**src/rtl/spi_cmd_ctrl_pkg.sv**
```systemverilog
// rtl/spi_cmd_ctrl_pkg.sv - shared types and constants for the SPI command sequencer
package spi_cmd_pkg;

  typedef enum logic [1:0] {
    IDLE     = 2'd0,
    WR_DATA  = 2'd1,
    EXEC     = 2'd2,
    RD_DRAIN = 2'd3
  } state_t;

  localparam logic [6:0]  ADDR_STATUS = 7'd0;
  localparam logic [6:0]  ADDR_CTRL   = 7'h7F;
  localparam logic [15:0] RD_INVALID  = 16'hDEAD;

  // Command word layout: write flag, 7-bit address, low byte reserved.
  localparam int CMD_WR_BIT   = 15;
  localparam int CMD_ADDR_MSB = 14;
  localparam int CMD_ADDR_LSB = 8;

  // CTRL data word bits.
  localparam int CTRL_START_BIT = 0;
  localparam int CTRL_CLEAR_BIT = 1;

  function automatic logic [15:0] status_word(input logic err, input logic done, input logic busy);
    return {13'b0, err, done, busy};
  endfunction

endpackage

```
**src/rtl/spi_frame_sync.sv**
```systemverilog
// rtl/spi_frame_sync.sv - brings completed SPI frames from the sclk domain into clk
module spi_frame_sync #(
  parameter int DATA_SIZE = 16
) (
  input  logic                 clk,
  input  logic                 rst_n,
  input  logic                 frm_valid,
  input  logic [DATA_SIZE-1:0] frm_data,
  output logic                 frm_evt,
  output logic [DATA_SIZE-1:0] frm_word
);

  logic sync_a;
  logic sync_b;
  logic sync_q;
  logic armed;
  logic rise;

  // The reset value of the synchroniser is not a real observation of the line,
  // so arming waits for a genuine high-to-low transition; this discards the
  // edge produced when the idle-high level first propagates after reset.
  assign rise = sync_b & ~sync_q & armed;

  // Two-flop synchroniser, edge history, arming and data capture.
  // frm_data is held for many sclk periods after frm_valid rises, so it is
  // sampled directly on the edge that raises frm_evt.
  always_ff @(posedge clk or negedge rst_n) begin
    if (!rst_n) begin
      sync_a   <= 1'b0;
      sync_b   <= 1'b0;
      sync_q   <= 1'b0;
      armed    <= 1'b0;
      frm_evt  <= 1'b0;
      frm_word <= '0;
    end else begin
      sync_a  <= frm_valid;
      sync_b  <= sync_a;
      sync_q  <= sync_b;
      if (sync_q && !sync_b) begin
        armed <= 1'b1;
      end
      frm_evt <= rise;
      if (rise) begin
        frm_word <= frm_data;
      end
    end
  end

endmodule

```
**src/rtl/spi_cmd_ctrl.sv**
```systemverilog
// rtl/spi_cmd_ctrl.sv - decodes two-frame SPI transactions into register and accelerator actions
module spi_cmd_ctrl
  import spi_cmd_pkg::*;
#(
  parameter int FPGA_CLK       = 12_000_000,
  parameter int SPI_CLK        = 1_000_000,
  parameter int DATA_SIZE      = 16,
  parameter int NUM_REGS       = 8,
  parameter int TIMEOUT_CYCLES = 4096
) (
  input  logic                          clk,
  input  logic                          rst_n,
  input  logic                          frm_valid,
  input  logic [DATA_SIZE-1:0]          frm_data,
  output logic [DATA_SIZE-1:0]          tx_data,
  output logic [NUM_REGS*DATA_SIZE-1:0] cfg_regs,
  output logic                          cfg_wr,
  output logic [6:0]                    cfg_wr_addr,
  output logic                          acc_start,
  input  logic                          acc_busy,
  input  logic                          acc_done,
  output logic                          err
);

  if (DATA_SIZE != 16) begin : g_bad_data_size
    $error("spi_cmd_ctrl: DATA_SIZE must be 16");
  end
  if (NUM_REGS < 1 || NUM_REGS > 127) begin : g_bad_num_regs
    $error("spi_cmd_ctrl: NUM_REGS must be 1..127");
  end
  if (FPGA_CLK < 4 * SPI_CLK) begin : g_bad_clk_ratio
    $error("spi_cmd_ctrl: FPGA_CLK must be at least 4*SPI_CLK");
  end

  localparam int TW = $clog2(TIMEOUT_CYCLES + 1);
  localparam logic [TW-1:0] TMO_LIMIT = TW'(TIMEOUT_CYCLES);

  function automatic logic is_reg_addr(input logic [6:0] a);
    return (a != ADDR_STATUS) && (32'(a) < NUM_REGS);
  endfunction

  logic                 frm_evt;
  logic [DATA_SIZE-1:0] frm_word;
  state_t               state;
  state_t               state_next;
  logic [6:0]           addr_q;
  logic [1:0]           ctrl_q;
  logic [TW-1:0]        tmo_cnt;
  logic                 timeout;
  logic                 done_sticky;
  logic                 err_set;
  logic                 flags_clr;
  logic                 cmd_write;
  logic [6:0]           cmd_addr;
  logic [DATA_SIZE-1:0] rd_value;
  logic [DATA_SIZE-1:0] regs [NUM_REGS];

  spi_frame_sync #(
    .DATA_SIZE(DATA_SIZE)
  ) u_frame_sync (
    .clk      (clk),
    .rst_n    (rst_n),
    .frm_valid(frm_valid),
    .frm_data (frm_data),
    .frm_evt  (frm_evt),
    .frm_word (frm_word)
  );

  assign cmd_write = frm_word[CMD_WR_BIT];
  assign cmd_addr  = frm_word[CMD_ADDR_MSB:CMD_ADDR_LSB];
  assign timeout   = ((state == WR_DATA) || (state == RD_DRAIN)) && (tmo_cnt == TMO_LIMIT);

  for (genvar g = 0; g < NUM_REGS; g++) begin : g_flat
    assign cfg_regs[g*DATA_SIZE +: DATA_SIZE] = regs[g];
  end

  // Read value for the command currently presented by the frame synchroniser.
  always_comb begin
    rd_value = RD_INVALID;
    if (cmd_addr == ADDR_STATUS) begin
      rd_value = status_word(err, done_sticky, acc_busy);
    end else begin
      for (int i = 1; i < NUM_REGS; i++) begin
        if (cmd_addr == 7'(i)) begin
          rd_value = regs[i];
        end
      end
    end
  end

  // Next-state logic plus the single-cycle EXEC outputs.
  always_comb begin
    state_next  = state;
    cfg_wr      = 1'b0;
    cfg_wr_addr = 7'd0;
    acc_start   = 1'b0;
    err_set     = 1'b0;
    flags_clr   = 1'b0;
    case (state)
      IDLE: begin
        if (frm_evt) begin
          state_next = cmd_write ? WR_DATA : RD_DRAIN;
        end
      end
      WR_DATA: begin
        if (frm_evt) begin
          state_next = EXEC;
        end else if (timeout) begin
          state_next = IDLE;
          err_set    = 1'b1;
        end
      end
      EXEC: begin
        state_next = IDLE;
        if (is_reg_addr(addr_q)) begin
          cfg_wr      = 1'b1;
          cfg_wr_addr = addr_q;
        end else if (addr_q == ADDR_CTRL) begin
          if (ctrl_q[CTRL_START_BIT]) begin
            if (acc_busy) begin
              err_set = 1'b1;
            end else begin
              acc_start = 1'b1;
            end
          end
          flags_clr = ctrl_q[CTRL_CLEAR_BIT];
        end else if (addr_q != ADDR_STATUS) begin
          err_set = 1'b1;
        end
      end
      RD_DRAIN: begin
        if (frm_evt || timeout) begin
          state_next = IDLE;
          err_set    = !frm_evt;
        end
      end
      default: state_next = IDLE;
    endcase
  end

  // State register, transaction latches, timeout counter and sticky flags.
  always_ff @(posedge clk or negedge rst_n) begin
    if (!rst_n) begin
      state       <= IDLE;
      addr_q      <= 7'd0;
      ctrl_q      <= 2'd0;
      tmo_cnt     <= '0;
      err         <= 1'b0;
      done_sticky <= 1'b0;
    end else begin
      state <= state_next;
      if (state_next != state) begin
        tmo_cnt <= '0;
      end else if (((state == WR_DATA) || (state == RD_DRAIN)) && (tmo_cnt != TMO_LIMIT)) begin
        tmo_cnt <= tmo_cnt + 1'b1;
      end
      if (state == IDLE && frm_evt && cmd_write) begin
        addr_q <= cmd_addr;
      end
      if (state == WR_DATA && frm_evt) begin
        ctrl_q <= frm_word[1:0];
      end
      err         <= err_set | (err & ~flags_clr);
      done_sticky <= acc_done | (done_sticky & ~flags_clr);
    end
  end

  // Register file: written as the data frame is accepted, so the new value is
  // already visible while cfg_wr is high in EXEC.
  always_ff @(posedge clk or negedge rst_n) begin
    if (!rst_n) begin
      for (int i = 0; i < NUM_REGS; i++) begin
        regs[i] <= '0;
      end
    end else if (state == WR_DATA && frm_evt && is_reg_addr(addr_q)) begin
      for (int i = 1; i < NUM_REGS; i++) begin
        if (addr_q == 7'(i)) begin
          regs[i] <= frm_word;
        end
      end
    end
  end

  // MISO word: loaded on a read command, cleared when the read transaction ends.
  always_ff @(posedge clk or negedge rst_n) begin
    if (!rst_n) begin
      tx_data <= '0;
    end else if (state == IDLE && frm_evt && !cmd_write) begin
      tx_data <= rd_value;
    end else if (state == RD_DRAIN && (frm_evt || timeout)) begin
      tx_data <= '0;
    end
  end

endmodule

```
**config.mk**
```make
export PLATFORM = sky130hd
export DESIGN_NAME = spi_cmd_ctrl
export DESIGN_NICKNAME = d
export VERILOG_FILES = /design/src/rtl/spi_cmd_ctrl_pkg.sv /design/src/rtl/spi_frame_sync.sv /design/src/rtl/spi_cmd_ctrl.sv
export SDC_FILE = /design/constraint.sdc
export NUM_CORES = 1
export LEC_CHECK = 0
export ABC_AREA = 1
export BUFFER_PORTS_ARGS = -buffer_cell sky130_fd_sc_hd__buf_2
export CORE_ASPECT_RATIO = 1.25
export CORE_UTILIZATION = 27
export DETAILED_ROUTE_END_ITERATION = 10
export GPL_TIMING_DRIVEN = 1
export HOLD_SLACK_MARGIN = 0.12
export PLACE_DENSITY = 0.49
export SLEW_MARGIN = 30
export SYNTH_ARGS = -nofsm -noshare
export SYNTH_HDL_FRONTEND = slang
export SYNTH_SLANG_ARGS = --single-unit
```
**constraint.sdc**
```tcl
create_clock -name clk -period 2.1 [get_ports clk]
set_clock_uncertainty 0.05 [all_clocks]
set_input_delay 0.105 -clock clk [delete_from_list [all_inputs] [get_ports clk]]
set_output_delay 0.105 -clock clk [all_outputs]
set_load 0.01 [all_outputs]
```
# [Word-level counts from Yosys, hierarchy flattened]
# Index checks and enable logic that the tools add are counted.
# Widths: inputs -> output; s select.
[totals] elab_cells=117 output_inout_bits=154 register_bits=175 in_bits=21
[op_classes] eq_ne=21 reduce_logical=27 n_bitwise=8 muxes=39 addsub=1 magnitude_cmp=1
[op_table] operator="$mux 16" count=10
[op_table] operator="$eq 7x3->1 const B" count=8
[op_table] operator="$eq 7x2->1 const B" count=4
[op_table] operator="$mux 13" count=2
[op_table] operator="$mux 1" count=18
[op_table] operator="$eq 7x1->1 const B" count=2
[op_table] operator="$mux 7" count=2
[op_table] operator="$reduce_and 2->1" count=7
[op_table] operator="$add 13x1->13 const B" count=1
[op_table] operator="$eq 13x13->1 const B" count=1
[op_table] operator="$ne 13x13->1 const B" count=1
[op_table] operator="$logic_and 1x1->1" count=10
[op_table] operator="$mux 2" count=5
[op_table] operator="$pmux 2 s4" count=1
[op_table] operator="$eq 7x7->1 const B" count=1
[op_table] operator="$logic_not 7->1" count=1
[op_table] operator="$lt 7x4->1 const B" count=1
[op_table] operator="$reduce_bool 7->1" count=1
[op_table] operator="$and 1x1->1" count=4
[op_table] operator="$eq 2x2->1 const B" count=2
[op_table] operator="$reduce_bool 2->1" count=2
[op_table] operator="$logic_not 1->1" count=3
[op_table] operator="$pmux 1 s3" count=1
[op_table] operator="$eq 2x1->1 const B" count=1
[op_table] operator="other kinds (5)" count=8

# [Depth between registers and ports, before layout]
[depth] word_depth=10 ltp_mapped=12 ltp_nobuf=11

# [Cells and area by module]
# Synthesis repeated with hierarchy kept, for this count alone.
[unflattened] cells_unflattened=1007 hier_area_um2=8290.5
[modules_own_cells] module="spi_cmd_ctrl" cells_per_inst=928 seq_area_each_um2=3853.7 instances=1 area_per_inst_um2=7453.4
[modules_own_cells] module="spi_frame_sync" cells_per_inst=79 seq_area_each_um2=525.5 instances=1 area_per_inst_um2=837.1

# [Worst setup path after synthesis]
# No wires, ideal clock.
[synth_timing] kind="register to register" from="reg tmo_cnt[0]" to="reg tx_data[12]" t_arrival_ns=1.558 path_stages_with_launch=11 synth_period_minus_slack_ns=1.674 setup_time_ns=0.066 n_path_buf=1 slack_ns=0.426 t_required_ns=1.984 cell_sequence="dfrtp_1 -> inv_1 -> ha_1 -> nand3_1 -> nor2_1 -> nand4_1 -> a21oi_1 -> a21oi_1 -> buf_2 -> nand2_1 -> nand2_1"
[synth_via] elab_chain_cells=5
[synth_lines] item="from (decl)" line_no="spi_cmd_ctrl.sv:48" text="logic [TW-1:0] tmo_cnt;"
[synth_lines] item="from (signal assigned)" line_no="spi_cmd_ctrl.sv:155" text="tmo_cnt <= tmo_cnt + 1'b1;"
[synth_lines] item="$eq 13x13->1" line_no="spi_cmd_ctrl.sv:71" text="assign timeout = ((state == WR_DATA) || (state == RD_DRAIN)) && (tmo_cnt == TMO_LIMIT);"
[synth_lines] item="$logic_and 1x1->1" line_no="spi_cmd_ctrl.sv:71"
[synth_lines] item="$logic_or 1x1->1" line_no="spi_cmd_ctrl.sv:190" text="end else if (state == RD_DRAIN && (frm_evt || timeout)) begin"
[synth_lines] item="$logic_and 1x1->1" line_no="spi_cmd_ctrl.sv:190"
[synth_lines] item="$reduce_bool 2->1 (no line)"
[synth_lines] item="to (signal assigned)" line_no="spi_cmd_ctrl.sv:189" text="tx_data <= rd_value;"
[synth_lines] item="to (decl)" line_no="spi_cmd_ctrl.sv:15" text="output logic [DATA_SIZE-1:0] tx_data,"
# Every way passes these cells.
# A chain may end at the register's enable or synchronous reset.

# [Worst setup path in the final report]
[layout_timing] from="reg u_frame_sync.frm_evt" to="reg regs (netlist bit cfg_regs[103])"
[layout_via] elab_chain_cells=3
[layout_lines] item="from (decl)" line_no="spi_frame_sync.sv:9" text="output logic frm_evt,"
[layout_lines] item="from (signal assigned)" line_no="spi_frame_sync.sv:42" text="frm_evt <= rise;"
[layout_lines] item="$logic_and 1x1->1 (2 in a row)" line_no="spi_cmd_ctrl.sv:175" text="end else if (state == WR_DATA && frm_evt && is_reg_addr(addr_q)) begin"
[layout_lines] item="$reduce_and 2->1 (no line)"
[layout_lines] item="to (signal, indexed assignment)" line_no="spi_cmd_ctrl.sv:178" text="regs[i] <= frm_word;"
[layout_lines] item="to (decl)" line_no="spi_cmd_ctrl.sv:56" text="logic [DATA_SIZE-1:0] regs [NUM_REGS];"
# Every way passes these cells.

==> flow_summary.toml <==
[setup_path]
critPathSlowestCell = "dfrtp_2"
cp.arrival_ns = 2.22
critPathMaxFanout = 28
cp-end-kind = "flip-flop"
cp-start-kind = "flip-flop"
critPathKind = "flip-flop to flip-flop"
cp_slowest_stage_delay_ns = 0.41
worstPathCellList = "inv_2 -> buf_4 -> nor3_4 -> inv_1 -> nor2_4 -> nand4_1 -> buf_6 -> nand2_1 -> o21ai_1"
worst_ep_required_time_ns = 2.36

[sta]
report.final.slew_viol_count = 0
relSlewSlack_pct = 43.3
finalSetupViolCount = 0
finalCriticalPeriod_ns = 1.96
layout_setup_ws_ns = 0.140
max_slew.worst_pin.slew_ns = 0.844
timing.final.crit_share_pct = 93.3
maxClockFrequency_mhz = 510
grt_setup_unrepaired = "no"
timing_hold_violations_final = 0
fin_worst_hold_slack_ns = 0.145
totalNegativeSetupSlack_ns = 0

[synth]
synth_enable_flop_cells = 0
yosysTopAreaCellShare_pct = 55.4
avgSynthCellArea_um2 = 8.40
syn-cell-area_um2 = 7900
synth.yosys.seq_area_share_pct = 55.4
async_reset_ff_share_pct = 100
synth.distinct_cells = 31
postSynthRegisterBits = 175
ys_top_cells_by_area = "dfrtp_1, nand2_1, o21ai_0, inv_1, nor2_1"
yosys_warnings = 16
yosys_most_used_dff = "dfrtp_1"
syn-instance-count = 941
synth_largest_area_cell = "dfrtp_1"

[routing]
detail_route.iter0.violations = 407
vias_per_cell = 4.41
detail-route-antenna-nets = 0
dr_total_vias = 6760
postRouteWirelength_um = 25500
dr_wl_cell_um = 16.7
drtPass1Iterations = 5
detail_route.drc_violations = 0

[power]
clockPowerShare_pct = 33.2
power.switching_fraction_pct = 34.7
p_switching_mw = 3.37
power.static_leakage_nw = 5.14
vdd_ir_drop_max_v = 0.000503
p_seq_share_pct = 43.3
cell_internal_pwr_mw = 6.35
power_density_nw_per_um2 = 960
pwr-share-comb_pct = 23.5

[final_layout]
layout-drive-gt1-share_pct = 21.9
utilization_pct = 35.4
antenna_cells_inserted = 0
layout.nets = 1154
final_cell_area_um2 = 10100
areaGrowthSynthToFinish_pct = 28.2

[run_status]
run_status = "finished clean"

[place]
port-buffer-count = 154
preCtsSetupSlack_ns = -0.0436
detailed_place_hpwl_um = 19200
finalWeightedCongestion = 0.823
placedInstanceArea_um2 = 9310

[floorplanning]
floorplan.core_area_um2 = 28600
io-pin-count = 175
floorplan.initialDensity_pct = 27.7
die_w_um = 155
fp.dieH_um = 193
die_area_um2 = 30000
rows = 69

[global_routing]
first_global_vias = 6582
global_route.usage.total_pct = 17.8
antenna_found_initial = 0
pin_count_of_the_biggest_net_entering_global_routing = 61
globalRoute.totalOverflow = 0
global_route_wire_length_before_repair_um = 39900

[worst_hold_path]
hold_class = "primary input to async pin"

[clock_network]
cts_root_buffer = "clkbuf_16"
clock_latency_of_the_later_clocked_register_in_the_worst_skew_pair_ns = 0.44
cts_tree = "built"
cts_setup_buffers = 0
clk_transition_reported_paths_ns = 0.07
tritoncts.num_buffers = 17
clk_path_buf_depth = 2
clock_sinks = 175
number_of_h_tree_branching_levels = 4

[flow_run]
drv_cap = 0
-- cells by family (layout without fill, tap and decap cells) --
group                    count (synthesis)  after routing  share of synthesized area [%]
AND/OR/NAND/NOR                        432            432                           23.6
flip-flops                             175            175                           55.4
buffers and inverters                  141            325                           7.82
XOR/XNOR                                 5              5                          0.554
adder cells (fa/ha/maj)                  2              2                          0.317
other                                    1             20                         0.0474
AO/OA/AOI/OAI                          185            185                           12.2
-- flip-flops by register name (all words and copies together) (netlist names) --
register and count:
u_frame_sync.sync_q 1, u_frame_sync.armed 1, state 2, ctrl_q 2, tmo_cnt 13, u_frame_sync.sync_a 1, u_frame_sync.frm_evt 1, cfg_regs 112
err 1, u_frame_sync.sync_b 1, u_frame_sync.frm_word 16, addr_q 7, done_sticky 1, tx_data 16
-- power by group through the flow --
stage          Combinational (mW)  Clock, mW  Sequential [mW]
6_report                     2.29       3.23             4.21
5_1_grt                      2.60       3.44             4.28
4_1_cts                      2.32       3.32             4.21
3_5_place_dp                 2.28          0             4.27
3_3_place_gp                 2.26          0             4.27
2_1_floorplan                1.15          0             4.33
-- area by class of cell --
| type | count | area (um^2) |
|---|---|---|
| fill | 2970 | 18400 |
| clock inverter | 15 | 168 |
| timing repair buffer | 211 | 1360 |
| tap | 390 | 488 |
| inverter | 82 | 308 |
| sequential | 175 | 4380 |
| multi-input combinational | 644 | 3000 |
| clock buffer | 17 | 425 |
-- per-layer routing --
layer	routed length (um)	GRT usage, %	vias to the layer above
li1	-	-	3411
met1	12100	24.3	3144
met2	11900	28.3	183
met3	1010	3.20	22
met4	544	5.61	0
met5	0	0	-
-- synth_stat cells, types with 2 or more instances --
cell and number:
a21oi_1 13, buf_2 11, buf_4 20, clkbuf_1 28
dfrtp_1 175, ha_1 2, inv_1 81, nand2_1 267
nand3_1 25, nand3b_1 12, nand4_1 26, nor2_1 63
nor3_1 15, nor4_1 2, o211ai_1 11, o21ai_0 119
o21ai_1 38, or2_2 17, xor2_1 4
-- worst paths after layout --
| kind | start | end | slack [ns] | cells past startpoint |
|---|---|---|---|---|
| min reg2reg | u_frame_sync.sync_a | u_frame_sync.sync_b | 0.30 | 0 |
| max reg2reg | u_frame_sync.frm_evt | cfg_regs[103] | 0.14 | 9 |
| min in group clk | frm_valid | u_frame_sync.sync_a | 0.27 | 2 |
| max in group asynchronous | rst_n | cfg_regs[60] | 1.09 | 3 |
| min | rst_n | u_frame_sync.sync_a | 0.14 | 2 |
| max | u_frame_sync.frm_evt | cfg_regs[103] | 0.14 | 9 |
-- stage by stage --
step	cells	power (mW)
floorplan	960	5.48
global placement	1482	6.53
detailed placement	1482	6.55
CTS	1534	9.84
global route	1534	10.3
finish	1534	9.73
-- critical path, delay by kind of cell (launching register included) --
| family | cells | cell delay, ns |
|---|---|---|
| DFF | 1 | 0.41 |
| buffers and inverters | 4 | 0.56 |
| AOI/OAI and AO/OA | 1 | 0.06 |
| and+or+nand+nor | 4 | 0.75 |
-- cell usage in the layout, fill, tap and decap left out, types with 24 or more instances in the layout --
master,netlist,final
dfrtp_1,175,174
buf_4,20,28
buf_2,11,153
nand4_1,26,26
inv_1,81,81
nand3_1,25,24
o21ai_0,119,119
o21ai_1,38,38
nand2_1,267,265
nor2_1,63,62
-- timing repair --
| action | CTS | global route |
|---|---|---|
| resized for setup | 1 | 6 |
| hold buffers | 20 | 0 |
| endpoints found under the setup margin | 9 | 36 |
| endpoints found under the hold margin | 195 | 0 |
| cloned | 0 | 0 |
(Power assumes the default switching activity.)
